<file path="src/rtl/apb_pkg.sv">
// Shared definitions for the APB completer register bank: bus widths, FSM states,
// register indices and the ID constant.
package apb_pkg;

    localparam int unsigned APB_ADDR_W = 16;
    localparam int unsigned APB_DATA_W = 32;
    localparam int unsigned MAX_REGS   = 16;
    localparam int unsigned WAIT_W     = 4;

    localparam logic [31:0] APB_ID_VALUE = 32'hA5B0_0001;

    localparam logic [3:0] REG_ID   = 4'd0;
    localparam logic [3:0] REG_WAIT = 4'd1;
    localparam logic [3:0] REG_CTRL = 4'd2;

    typedef enum logic {
        IDLE,
        ACCESS
    } apb_state_e;

endpackage

</file>
<file path="src/rtl/apb_wait_gen.sv">
// Loadable down-counter that stretches the ACCESS phase by a programmed number of
// wait states; done is high once the count has reached zero.
module apb_wait_gen
    import apb_pkg::*;
#(
    parameter int unsigned WIDTH = WAIT_W
) (
    input  logic             clk,
    input  logic             rst_n,
    input  logic             load,
    input  logic [WIDTH-1:0] load_val,
    input  logic             dec,
    output logic             done
);

    logic [WIDTH-1:0] cnt;

    always_ff @(posedge clk) begin
        if (!rst_n) begin
            cnt <= '0;
        end else if (load) begin
            cnt <= load_val;
        end else if (dec && (cnt != '0)) begin
            cnt <= cnt - 1'b1;
        end
    end

    assign done = (cnt == '0);

endmodule

</file>
<file path="src/rtl/apb_slave_regbank.sv">
// APB3 completer with a word-addressed register bank, programmable wait states and
// error response for misaligned, out-of-range or read-only accesses.
module apb_slave_regbank
    import apb_pkg::*;
#(
    parameter int unsigned         ADDR_W   = APB_ADDR_W,
    parameter int unsigned         DATA_W   = APB_DATA_W,
    parameter int unsigned         NUM_REGS = MAX_REGS,
    parameter logic [DATA_W-1:0]   ID_VALUE = APB_ID_VALUE,
    parameter logic [WAIT_W-1:0]   WAIT_RST = '0
) (
    input  logic              pclk_i,
    input  logic              prst_n_i,
    input  logic [ADDR_W-1:0] paddr_i,
    input  logic              pwrite_i,
    input  logic              psel_i,
    input  logic              penable_i,
    input  logic [DATA_W-1:0] pwdata_i,
    output logic [DATA_W-1:0] prdata_o,
    output logic              pready_o,
    output logic              pslverr_o,
    output logic [DATA_W-1:0] ctrl_o
);

    apb_state_e state, state_next;

    logic [3:0]        idx_in;
    logic              err_in;
    logic [3:0]        idx_q;
    logic              write_q;
    logic              err_q;
    logic [DATA_W-1:0] wdata_q;

    logic [WAIT_W-1:0] wait_cfg;
    logic [DATA_W-1:0] regs [MAX_REGS];
    logic [DATA_W-1:0] rd_val;

    logic load, dec, done, ready, commit;

    assign idx_in = paddr_i[5:2];
    assign err_in = (paddr_i[1:0] != 2'b00)
                 || ({1'b0, idx_in} >= 5'(NUM_REGS))
                 || (paddr_i[ADDR_W-1:6] != '0)
                 || (pwrite_i && (idx_in == REG_ID));

    apb_wait_gen #(
        .WIDTH (WAIT_W)
    ) u_wait_gen (
        .clk      (pclk_i),
        .rst_n    (prst_n_i),
        .load     (load),
        .load_val (wait_cfg),
        .dec      (dec),
        .done     (done)
    );

    always_comb begin
        state_next = state;
        load       = 1'b0;
        dec        = 1'b0;
        ready      = 1'b0;
        unique case (state)
            IDLE: begin
                if (psel_i && !penable_i) begin
                    state_next = ACCESS;
                    load       = 1'b1;
                end
            end
            ACCESS: begin
                if (psel_i && penable_i) begin
                    if (done) begin
                        ready      = 1'b1;
                        state_next = IDLE;
                    end else begin
                        dec = 1'b1;
                    end
                end else begin
                    // Master dropped the handshake: abandon the transfer silently.
                    state_next = IDLE;
                end
            end
        endcase
    end

    always_comb begin
        rd_val = regs[idx_q];
        if (idx_q == REG_ID) begin
            rd_val = ID_VALUE;
        end else if (idx_q == REG_WAIT) begin
            rd_val = DATA_W'(wait_cfg);
        end
    end

    assign commit = ready && !err_q && write_q;

    always_ff @(posedge pclk_i) begin
        if (!prst_n_i) begin
            state    <= IDLE;
            idx_q    <= '0;
            write_q  <= 1'b0;
            err_q    <= 1'b0;
            wdata_q  <= '0;
            wait_cfg <= WAIT_RST;
            for (int i = 0; i < int'(MAX_REGS); i++) begin
                regs[i] <= '0;
            end
        end else begin
            state <= state_next;
            if (load) begin
                idx_q   <= idx_in;
                write_q <= pwrite_i;
                err_q   <= err_in;
                wdata_q <= pwdata_i;
            end
            if (commit) begin
                if (idx_q == REG_WAIT) begin
                    wait_cfg <= wdata_q[WAIT_W-1:0];
                end else begin
                    regs[idx_q] <= wdata_q;
                end
            end
        end
    end

    assign pready_o  = ready;
    assign pslverr_o = ready && err_q;
    assign prdata_o  = (ready && !err_q && !write_q) ? rd_val : '0;
    assign ctrl_o    = regs[REG_CTRL];

endmodule
</file>
<file path="config.mk">
export PLATFORM = sky130hd
export DESIGN_NAME = apb_slave_regbank
export DESIGN_NICKNAME = d
export VERILOG_FILES = /design/src/rtl/apb_pkg.sv /design/src/rtl/apb_wait_gen.sv /design/src/rtl/apb_slave_regbank.sv
export SDC_FILE = /design/constraint.sdc
export NUM_CORES = 1
export LEC_CHECK = 0
export CAP_MARGIN = 20
export CELL_PAD_IN_SITES_DETAIL_PLACEMENT = 1
export CELL_PAD_IN_SITES_GLOBAL_PLACEMENT = 1
export CORE_ASPECT_RATIO = 0.8
export CORE_MARGIN = 5
export CORE_UTILIZATION = 30
export CTS_BUF_LIST = sky130_fd_sc_hd__clkbuf_4
export DETAILED_ROUTE_END_ITERATION = 8
export PLACE_DENSITY_LB_ADDON = 0.1
export SETUP_SLACK_MARGIN = 0.1
export SLEW_MARGIN = 20
export SYNTH_ARGS = -nofsm -noshare
export SYNTH_HDL_FRONTEND = slang
export SYNTH_SLANG_ARGS = --single-unit
</file>
<file path="constraint.sdc">
create_clock -name pclk_i -period 4.6 [get_ports pclk_i]
set_input_delay 0.92 -clock pclk_i [delete_from_list [all_inputs] [get_ports pclk_i]]
set_output_delay 0.92 -clock pclk_i [all_outputs]
set_load 0.02 [all_outputs]
</file>
---- After elaboration in Yosys (flattened, before gate mapping) ----
Memories as Yosys holds them, arrays and structs flattened. A register that Yosys moved wholly into a read port is not among the register bits.
Cells that the tools add are included.
W data, S select, Z words.
word-level totals
  memories kept ........................... 1
  input bits .............................. 53
  output and inout port bits .............. 66
  memory bits (writable) .................. 512
  word-level logic and storage cells ...... 57
  register bits after elaboration ......... 47
memories
  memory  words  width  rd ports  clocked after memory_dff  wr ports  line                     source
  regs    16     32     2         1                         16        apb_slave_regbank.sv:35  logic [DATA_W-1:0] regs [MAX_REGS];
cells by class
  reduce and logical (&&, ||, !) cells .... 22
  add/subtract/negate cells ............... 1
  equality and inequality tests ........... 1
  bitwise operators ....................... 1
  muxes and demuxes ....................... 24
operators by type and width
  cell                   count
  $mux W32               4
  $reduce_or A32 Y1      1
  $mux W4                5
  $mux W1                14
  $logic_not A4 Y1       3
  $reduce_bool A10 Y1    1
  $logic_and A1 B1 Y1    8
  $eq A4 B1 Y1 const B   1
  $reduce_bool A2 Y1     2
  $reduce_bool A4 Y1     1
  $sub A4 B1 Y4 const B  1
  $logic_not A1 Y1       3
  $logic_or A1 B1 Y1     2
  $pmux W1 S2            1
  $reduce_and A2 Y1      1
  $not A1 Y1             1

---- Logic depth before layout (Yosys ltp) ----
Gate-level depths: netlist (run 1).
  depth in word-level cells ............... 11
  depth in mapped cells ................... 9
  mapped depth without buffers ............ 6

---- Modules after synthesis ----
A second synthesis (run 1) with hierarchy kept.
second synthesis, totals
  cells, all modules ...................... 1677
  area, all modules ....................... 24975.2 µm²
modules (own cells, without submodules)
  module             times used  cells each  area each (µm²)  seq. area each (µm²)
  apb_slave_regbank  1           1646        24718.7          16315.6
  apb_wait_gen       1           31          256.5            80.1

---- Worst setup path after synthesis (run 1) ----
Ideal clock, no wire load.
  kind .................................... input-to-reg
  from .................................... in psel_i
  to ...................................... mem regs[8][0] in the netlist's numbering, enable pin
  slack ................................... -0.116 ns
  path buffers ............................ 2
  setup time .............................. 0.466 ns
  stages on the path ...................... 6
  arrival ................................. 4.250 ns
  path through ............................ nand4b_4 -> nor4_4 -> nand2b_1 -> clkbuf_1 -> buf_2 -> o21ai_0
RTL lines
  element          line                     source
  start, declared  apb_slave_regbank.sv:16  input logic psel_i,
  end, declared    apb_slave_regbank.sv:35

==> impl_metrics.yaml, run 1 <==
critical_path:
  cpPeakStageDelay_ns: 0.56
  critical_path_arrival_ns: 3.45
  path_delay_family: "buffers and inverters"
  cp.required_ns: 3.68
  path_buf_inv: 3
  crit_path_top_delay_cell: "clkdlybuf4s50_1"
  worstPathMaxFanout: 16
  end_kind: "output port"
  crit_chain: "buf_12 -> nor2b_1 -> buf_4 -> a22oi_1 -> a41oi_1 -> a211oi_1 -> clkdlybuf4s50_1"
  crit_path_start_kind: "flip-flop"
  critPathKind: "reg -> out"
synth:
  yosys.area.top_type: "edfxtp_1"
  yosys-top-cells-area: "edfxtp_1 (64%), mux4_2 (11%), nor2_1 (6.1%)"
  syn_area_per_cell_um2: 13.8
  yosys_warnings: 0
  yosys.area.top_type_share: 0.636
  ys_ff_latch: 563
  ys.flop_type: "edfxtp_1"
  netlist_instances: 1755
  synth_edf_count: 512
  async_reset_ff_frac: 0
  synth-seq-area-share: 0.679
  syn_area_mm2: 0.0242
  ys_types: 48
drt:
  avgRoutedWirePerCell_um: 25.9
  drtIter0Drc: 1111
  vias: 16100
  drc: 0
  drt-pass1-iter-count: 5
  postRouteWirelength_um: 83200
  via_per_inst: 5.01
  ant_nets: 0
job:
  maxCapViolCount: 0
cells_and_area:
  post-route-util: 0.368
  syn_to_final_growth_pct: 22.0
  final_nets: 2084
  num-fill-cells: 8422
  drive_gt1_frac: 0.241
global_routing:
  grt_pass1_wl_um: 121000
  grt_usage: 0.191
  antenna_found_initial: 2
  overflow: 0
  grt_max_degree: 55
  grt_pass1_vias: 17300
floorplan:
  initial_core_util: 0.301
  io_pins: 119
  die_h_um: 264
  core_mm2: 0.0802
  die_x_um: 327
  placement_rows: 93
  die-area_mm2: 0.0864
cts:
  clkLatencyLatePin_ns: 0.96
  hold_buffers: 0
  cts_max_level: 4
  cts.sink_count: 563
  cts.clk_slew.worst_paths_ns: 0.06
  cts_buffers: 159
  cts_tree: "built"
  cts_buffer_depth: 3
  cts-root-buf: "clkbuf_4"
timing:
  period_share: 0.949
  setup_viol: 0
  fin_skew_ns: 0.0623
  fin_crit_ns: 4.37
  timing.slew.headroom: 0.446
  drv_slew: 0
  tightest_slew_ns: 0.831
  final-hold-violation-count: 0
  setup_tns_ns: 0
  rsz0062_at_grt: "yes"
  fmax_mhz: 229
power_and_ir_drop:
  pwr-share-clk: 0.418
  total_power_mw: 11.4
  p_leak_nw: 9.91
  p_int_mw: 8.58
  switching_share: 0.246
  p_per_area_mw_per_mm2: 386
  peakVddDrop_mv: 0.165
  power_frac_comb: 0.068
  power_switching_mw: 2.80
  power.share.sequential: 0.514
place:
  dp_hpwl_um: 51000
  place_congestion: 0.758
  portBuffers: 118
worst_hold_path:
  hold_path.class: "reg -> reg"
outcome:
  run_status: "complete, no violations"
-- power groups by stage --
stage	logic [mW]	clock network [mW]	registers (mW)
floorplan	0.389	0	5.92
global placement	0.758	0	5.96
detailed placement	0.759	0	5.96
CTS	0.771	4.95	5.85
global route	0.820	5.24	5.86
finish	0.770	4.76	5.84
-- metal layers --
| metal | part of all wire | global-route usage | vias up |
|---|---|---|---|
| li1 | - | - | 7074 |
| met2 | 0.47 | 0.309 | 377 |
| met5 | 0 | 0 | - |
| met4 | 0.017 | 0.0488 | 0 |
| met3 | 0.043 | 0.0391 | 108 |
| met1 | 0.47 | 0.267 | 8504 |
-- synthesized netlist by cell type (23+ instances only) --
library cell / number
mux4_2: 119
dfxtp_1: 51
a21oi_1: 48
nor3_1: 23
edfxtp_1: 512
a211oi_1: 23
nand2_1: 181
and3_1: 36
nor2_1: 394
and2_1: 68
buf_2: 23
nor2b_1: 27
clkbuf_1: 93
-- state kept, by name, indices dropped and copies added (netlist names), named ones only --
name / count
idx_q: 4
regs: 512
wdata_q: 32
u_wait_gen.cnt: 4
write_q: 1
state: 1
wait_cfg: 4
err_q: 1
-- metrics by stage --
stage                     hold slack [ns]  setup slack (ns)  std cells  area (µm²)
after floorplan                     0.463            -0.106       1786       24300
after global placement              0.500             0.254       2905       27200
after detailed placement            0.505             0.264       2905       27200
after CTS                           0.384             0.114       3195       29300
after global routing                0.410            0.0944       3205       29500
final                               0.517             0.234       3206       29500
-- cell families (layout without fill, tap and decap cells) --
| group | count (synthesis) | count (layout) | synth area share |
|---|---|---|---|
| other cells | 1 | 35 | 0.000155 |
| flops | 563 | 563 | 0.679 |
| mux | 141 | 141 | 0.120 |
| fa+ha+maj | 1 | 1 | 0.000518 |
| simple gates | 758 | 758 | 0.138 |
| buf+inv | 141 | 513 | 0.0240 |
| compound gates | 150 | 150 | 0.0389 |
-- worst paths after layout --
path / start / cells after the start / slack, ns / endpoint
worst min register to register: write_q / 2 / 0.52 / write_q
worst min-delay path: write_q / 2 / 0.52 / write_q
worst max-delay path: flip-flop / 7 / 0.23 / prdata_o[3]
worst max register to register: u_wait_gen.cnt[0] / 9 / 1.48 / regs[11][0]
-- worst reg2reg max path, cell delays in order (launching register included) --
cell and delay, ns:
dfxtp_1 0.33, inv_1 0.09, ha_1 0.25, nand4b_4 0.13
buf_4 0.19, nor4_2 0.67, nand2_4 0.18, buf_4 0.37
buf_4 0.46, nor2_1 0.30
-- placed cells by master (no fill, tap or decap), types with 3 or more instances in the layout --
cell type / netlist / final
a21oi_1: 48 / 48
mux2i_1: 22 / 22
clkinv_1: 0 / 39
buf_6: 1 / 4
o22ai_1: 22 / 22
buf_4: 3 / 86
clkbuf_4: 0 / 237
clkinv_2: 0 / 5
edfxtp_1: 512 / 512
conb_1: 1 / 32
dlymetal6s2s_1: 0 / 5
bufinv_16: 0 / 3
dfxtp_1: 51 / 46
clkinvlp_4: 0 / 4
a22oi_1: 21 / 21
nand2_1: 181 / 179
inv_1: 6 / 6
and2_1: 68 / 68
a211oi_1: 23 / 18
o21ai_0: 16 / 4
a31oi_1: 8 / 8
diode_2: 0 / 3
nor3_1: 23 / 22
and3_1: 36 / 36
clkdlybuf4s50_1: 0 / 107
nand3_1: 4 / 4
mux4_2: 119 / 119
a211oi_2: 0 / 5
nor4_1: 5 / 4
nor2_1: 394 / 393
nor2b_1: 27 / 25
nand2b_1: 8 / 4
buf_12: 0 / 12
dfxtp_4: 0 / 3
o21ai_4: 0 / 12
-- final cells by class --
cell class / count / area (µm²) / share of cell area
well taps: 1045 / 1310 / 0.0443
clock inverters: 52 / 299 / 0.0101
repair buffers: 217 / 2110 / 0.0716
flip-flops and latches: 563 / 16400 / 0.556
inverters: 7 / 27.5 / 0.000934
diodes: 3 / 7.51 / 0.000255
multi-input cells: 1082 / 7540 / 0.256
clock buffers: 237 / 1780 / 0.0603
-- repair_timing --
action,CTS,global route
setup buffers,1,8
gates resized for setup,9,13
pin swaps,0,0
endpoints found under the setup margin,22,12
Note: power is estimated with default switching activity, not from simulation.
==> inputs of run 2 (changes only) <==
Settings changed: CORE_MARGIN 5 to unset.
==> run 2 against run 1 <==
  * Maximum frequency increased by 0.67%
  * Register-to-register slack got worse by 0.17 ns
  * Clock-buffer cell count increased by 11
  * Final area decreased by 0.27%
  * Critical path type unchanged
  * Critical endpoint is now prdata_o[22]
  * Highest routed layer unchanged
==> impl_metrics.yaml, run 2 (same netlist as run 1, synthesis figures left out) <==
cts:
  cts-root-buf: "clkbuf_4"
  clkLatencyLatePin_ns: 1.04
  cts_tree: "built"
  hold_buffers: 0
  cts_max_level: 4
  cts_buffers: 154
  cts_buffer_depth: 3
  cts.sink_count: 563
  cts.clk_slew.worst_paths_ns: 0.07
cells_and_area:
  top_regs: "regs (512), wdata_q (32)"
  final_nets: 2072
  syn_to_final_growth_pct: 21.7
  final_common_cell: "edfxtp_1"
  drive_gt1_frac: 0.246
  post-route-util: 0.371
  final_cell_mix: "edfxtp_1 (512), nor2_1 (393), clkbuf_4 (248)"
  largest_register_ffs: 512
  top_register: "regs"
floorplan:
  die_h_um: 256
  initial_core_util: 0.305
  die_x_um: 319
  core_mm2: 0.0792
  die-area_mm2: 0.0817
  io_pins: 119
  placement_rows: 92
critical_path:
  reg2reg_from: "u_wait_gen.cnt[0]"
  worstPathMaxFanout: 23
  critPathKind: "reg -> out"
  reg2reg_slack_ns: 1.31
  critical_path_arrival_ns: 3.42
  end_kind: "output port"
  crit_path_start_kind: "flip-flop"
  rr_worst_depth: 8
  timing.rr.end: "regs[7][6]"
  critPathCapture: "prdata_o[22]"
  cp.required_ns: 3.68
power_and_ir_drop:
  pwr-share-clk: 0.426
  p_leak_nw: 9.92
  switching_share: 0.243
  total_power_mw: 11.5
  power_switching_mw: 2.80
  p_int_mw: 8.71
  power_frac_comb: 0.065
  peakVddDrop_mv: 0.193
  p_per_area_mw_per_mm2: 391
  power.share.sequential: 0.509
timing:
  rsz0062_at_grt: "no"
  final-hold-violation-count: 0
  setup_viol: 0
  tightest_slew_ns: 0.831
  fin_crit_ns: 4.34
  period_share: 0.943
  fmax_mhz: 231
  setup_tns_ns: 0
  drv_slew: 0
  fin_skew_ns: 0.0727
  timing.slew.headroom: 0.446
global_routing:
  grt_usage: 0.207
  grt_max_degree: 55
  grt_pass1_vias: 17300
  overflow: 0
  antenna_found_initial: 5
  grt_pass1_wl_um: 121000
drt:
  ant_nets: 0
  drc: 0
  drtIter0Drc: 1116
  postRouteWirelength_um: 83500
  vias: 16000
  drt-pass1-iter-count: 5
  via_per_inst: 5.04
  avgRoutedWirePerCell_um: 26.3
worst_hold_path:
  hold_path.class: "in -> reg"
outcome:
  run_status: "complete, no violations"
place:
  place_congestion: 0.749
  portBuffers: 118
  dp_hpwl_um: 49900
job:
  maxCapViolCount: 0
[run 2: worst min path at each step]
stage	startpoint	endpoint	slack, ns	depth (start not counted)
global route	pwdata_i[28]	wdata_q[28]	0.38	3
CTS	pwdata_i[29]	wdata_q[29]	0.29	3
detailed placement	u_wait_gen.cnt[1]	u_wait_gen.cnt[1]	0.51	2
global placement	u_wait_gen.cnt[3]	u_wait_gen.cnt[3]	0.49	2
finish	pwdata_i[29]	wdata_q[29]	0.41	3
floorplan	write_q	write_q	0.46	2
[run 2: worst max-delay path, cell delays in order (launching register included)]
cell      delay, ns
dfxtp_4        0.63
buf_4          0.29
buf_4          0.20
mux4_2         0.29
nor2b_1        0.14
a211oi_1       0.47
nor3_1         0.17
buf_4          0.20
[run 2: area by class of cell]
class,instances,area [µm²]
Timing Repair Buffer,210,2010
Inverter,7,27.5
Clock buffer,248,1860
Sequential cell,563,16400
Fill cell,8352,49800
Multi-Input combinational cell,1082,7540
Antenna cell,5,12.5
Clock inverter,29,250
Tap cell,1034,1290
[run 2: routing by layer]
layer | share of wire | track usage | routed length [µm] | vias to the layer above
li1 | - | - | - | 7059
met4 | 0.018 | 0.0632 | 1490 | 0
met3 | 0.051 | 0.0368 | 4300 | 121
met1 | 0.47 | 0.291 | 39200 | 8410
met2 | 0.46 | 0.326 | 38500 | 421
met5 | 0 | 0 | 0 | -
[run 2: timing repair]
action                                  4_1_cts  5_1_grt
gates resized for setup                      24        4
pin swaps                                     0        0
endpoints found under the setup margin       29        4
buffers inserted                              3        0
cloned                                        1        0
[run 2: power by group through the flow]
stage | Sequential (mW) | Clock, mW | Combinational [mW]
after floorplan | 5.92 | 0 | 0.389
final | 5.86 | 4.90 | 0.752
after CTS | 5.86 | 5.07 | 0.766
after detailed placement | 5.97 | 0 | 0.746
after global routing | 5.87 | 5.27 | 0.800
after global placement | 5.97 | 0 | 0.744
[run 2: stage by stage]
stage,cells,area (µm²),setup WS (ns),hold WS (ns)
after floorplan,1786,24300,-0.106,0.463
after global placement,2892,27200,0.268,0.489
after detailed placement,2892,27200,0.312,0.513
after CTS,3173,29400,0.0523,0.286
after global routing,3177,29400,0.121,0.384
final,3178,29400,0.263,0.413
==> inputs of run 3 (changes only) <==
Settings changed: CAP_MARGIN 20 to unset, CORE_UTILIZATION 30 to 38.
==> run 3 against run 2 <==
  * Clock-buffer cell count fell by 7
  * Clock skew fell by 0.030 ns
  * Worst hold slack improved by 0.046 ns
  * Register-to-register slack improved by 0.15 ns
  * Sequential cell count did not move
  * Critical path type unchanged
  * Die area fell by 21%
  * Maximum frequency fell by 0.48%
  * Critical endpoint is now prdata_o[29]
  * Global-route usage rose by 4.1 points
  * Via count barely moved
==> impl_metrics.yaml, run 3 (same netlist as run 1, synthesis figures left out) <==
cells_and_area:
  post-route-util: 0.464
  final_cell_mix: "edfxtp_1 (512), nor2_1 (394), clkbuf_4 (241)"
  final_common_cell: "edfxtp_1"
  top_register: "regs"
  fin_cells: 2976
  syn_to_final_growth_pct: 20.5
  largest_register_ffs: 512
  fin_area_mm2: 0.0291
  top_regs: "regs (512), wdata_q (32)"
  final_nets: 2064
  drive_gt1_frac: 0.235
cts:
  cts-root-buf: "clkbuf_4"
  cts.sink_count: 563
  cts_tree: "built"
  clkLatencyLatePin_ns: 1.02
  cts_max_level: 4
  cts_buffers: 151
  cts.clk_slew.worst_paths_ns: 0.07
  cts_buffer_depth: 3
power_and_ir_drop:
  switching_share: 0.239
  p_leak_nw: 9.99
  power.share.sequential: 0.518
  p_per_area_mw_per_mm2: 388
  peakVddDrop_mv: 0.204
  p_int_mw: 8.58
  power_frac_comb: 0.067
  power_switching_mw: 2.70
  pwr-share-clk: 0.415
  total_power_mw: 11.3
global_routing:
  antenna_found_initial: 2
  overflow: 0
  grt_max_degree: 74
  grt_pass1_vias: 16900
  grt_usage: 0.248
  grt_pass1_wl_um: 115000
timing:
  fin_skew_ns: 0.0424
  rsz0062_at_grt: "no"
  final-hold-violation-count: 0
  fmax_mhz: 229
  setup_viol: 0
  fin_crit_ns: 4.36
  tightest_slew_ns: 1.06
  drv_slew: 0
  holdWs_ns: 0.459
  period_share: 0.947
  timing.slew.headroom: 0.294
place:
  placed_area_mm2: 0.0269
  dp_hpwl_um: 46600
  place_congestion: 0.782
  portBuffers: 118
  place_inst: 2689
critical_path:
  crit_chain: "buf_4 -> mux4_2 -> a22oi_1 -> a31oi_1 -> clkdlybuf4s50_1"
  worstPathMaxFanout: 12
  cp.required_ns: 3.68
  critical_path_arrival_ns: 3.44
  crit_path_top_delay_cell: "dfxtp_4"
  cpPeakStageDelay_ns: 0.62
  rr_worst_depth: 8
  critPathKind: "reg -> out"
  crit_path_start_kind: "flip-flop"
  end_kind: "output port"
job:
  maxCapViolCount: 0
worst_hold_path:
  whs_path_depth: 3
  hold_path.class: "in -> reg"
drt:
  avgRoutedWirePerCell_um: 26.3
  drc: 0
  postRouteWirelength_um: 78200
  drtIter0Drc: 1422
  ant_nets: 0
  drt-pass1-iter-count: 7
  via_per_inst: 5.39
  vias: 16000
floorplan:
  io_pins: 119
  initial_core_util: 0.385
  core_mm2: 0.0628
  die_h_um: 228
  die-area_mm2: 0.0646
  placement_rows: 82
  die_x_um: 284
outcome:
  run_status: "complete, no violations"
run 3: changes by cell type in the layout (fill, tap and decap cells not counted), moves of 4 or more:
cell,previous run,this run
clkbuf_4,248,241
clkinvlp_4,4,0
buf_4,87,70
dlymetal6s2s_1,2,10
buf_12,10,17
clkinv_1,14,22
run 3: area by class of cell:
class / instances / area, µm²
Antenna cell: 6 / 15.0
Clock buffer: 241 / 1810
Clock inverter: 32 / 201
Fill cell: 6473 / 33700
Inverter: 7 / 27.5
Multi-Input combinational cell: 1082 / 7520
Sequential cell: 563 / 16400
Tap cell: 840 / 1050
Timing Repair Buffer: 205 / 2070
run 3: metal layers:
metal / vias up / share of wire / global-route usage
met1: 8358 / 0.46 / 0.349
met3: 117 / 0.054 / 0.0443
met4: 0 / 0.020 / 0.0835
met5: - / 0 / 0
met2: 506 / 0.47 / 0.390
li1: 7046 / - / -
run 3: power by group through the flow:
stage / Combinational, mW / Sequential (mW) / Clock (mW)
after floorplan: 0.389 / 5.92 / 0
after global placement: 0.731 / 5.96 / 0
after detailed placement: 0.736 / 5.97 / 0
after CTS: 0.766 / 5.85 / 4.81
after global routing: 0.802 / 5.86 / 5.07
final: 0.758 / 5.85 / 4.68
run 3: timing repair:
item                       4_1_cts  5_1_grt
hold buffers                     0        0
pin swaps                        0        0
setup endpoints to repair       32       11
setup buffers                    8        0
gates cloned                     0        0
gates resized for setup         17       11
run 3: worst paths after layout:
kind	endpoint	startpoint	slack, ns
hold / removal	wdata_q[10]	pwdata_i[10]	0.46
setup reg to reg	regs[13][16]	u_wait_gen.cnt[0]	1.46
setup / recovery	prdata_o[29]	flip-flop	0.24
hold reg to reg	write_q	write_q	0.51
run 3: worst max-delay path: cells and delay by family, from the launching register on:
family	cells	cell delay [ns]
buffers and inverters	2	0.85
multiplexers	1	0.52
AO/OA/AOI/OAI	2	0.45
flip-flops	1	0.62
run 3: per-stage QoR:
step | setup TNS (ns) | setup slack [ns]
2_1_floorplan | -6.77 | -0.106
3_3_place_gp | 0 | 0.307
6_report | 0 | 0.242
3_5_place_dp | 0 | 0.263
5_1_grt | 0 | 0.103
4_1_cts | 0 | 0.0524
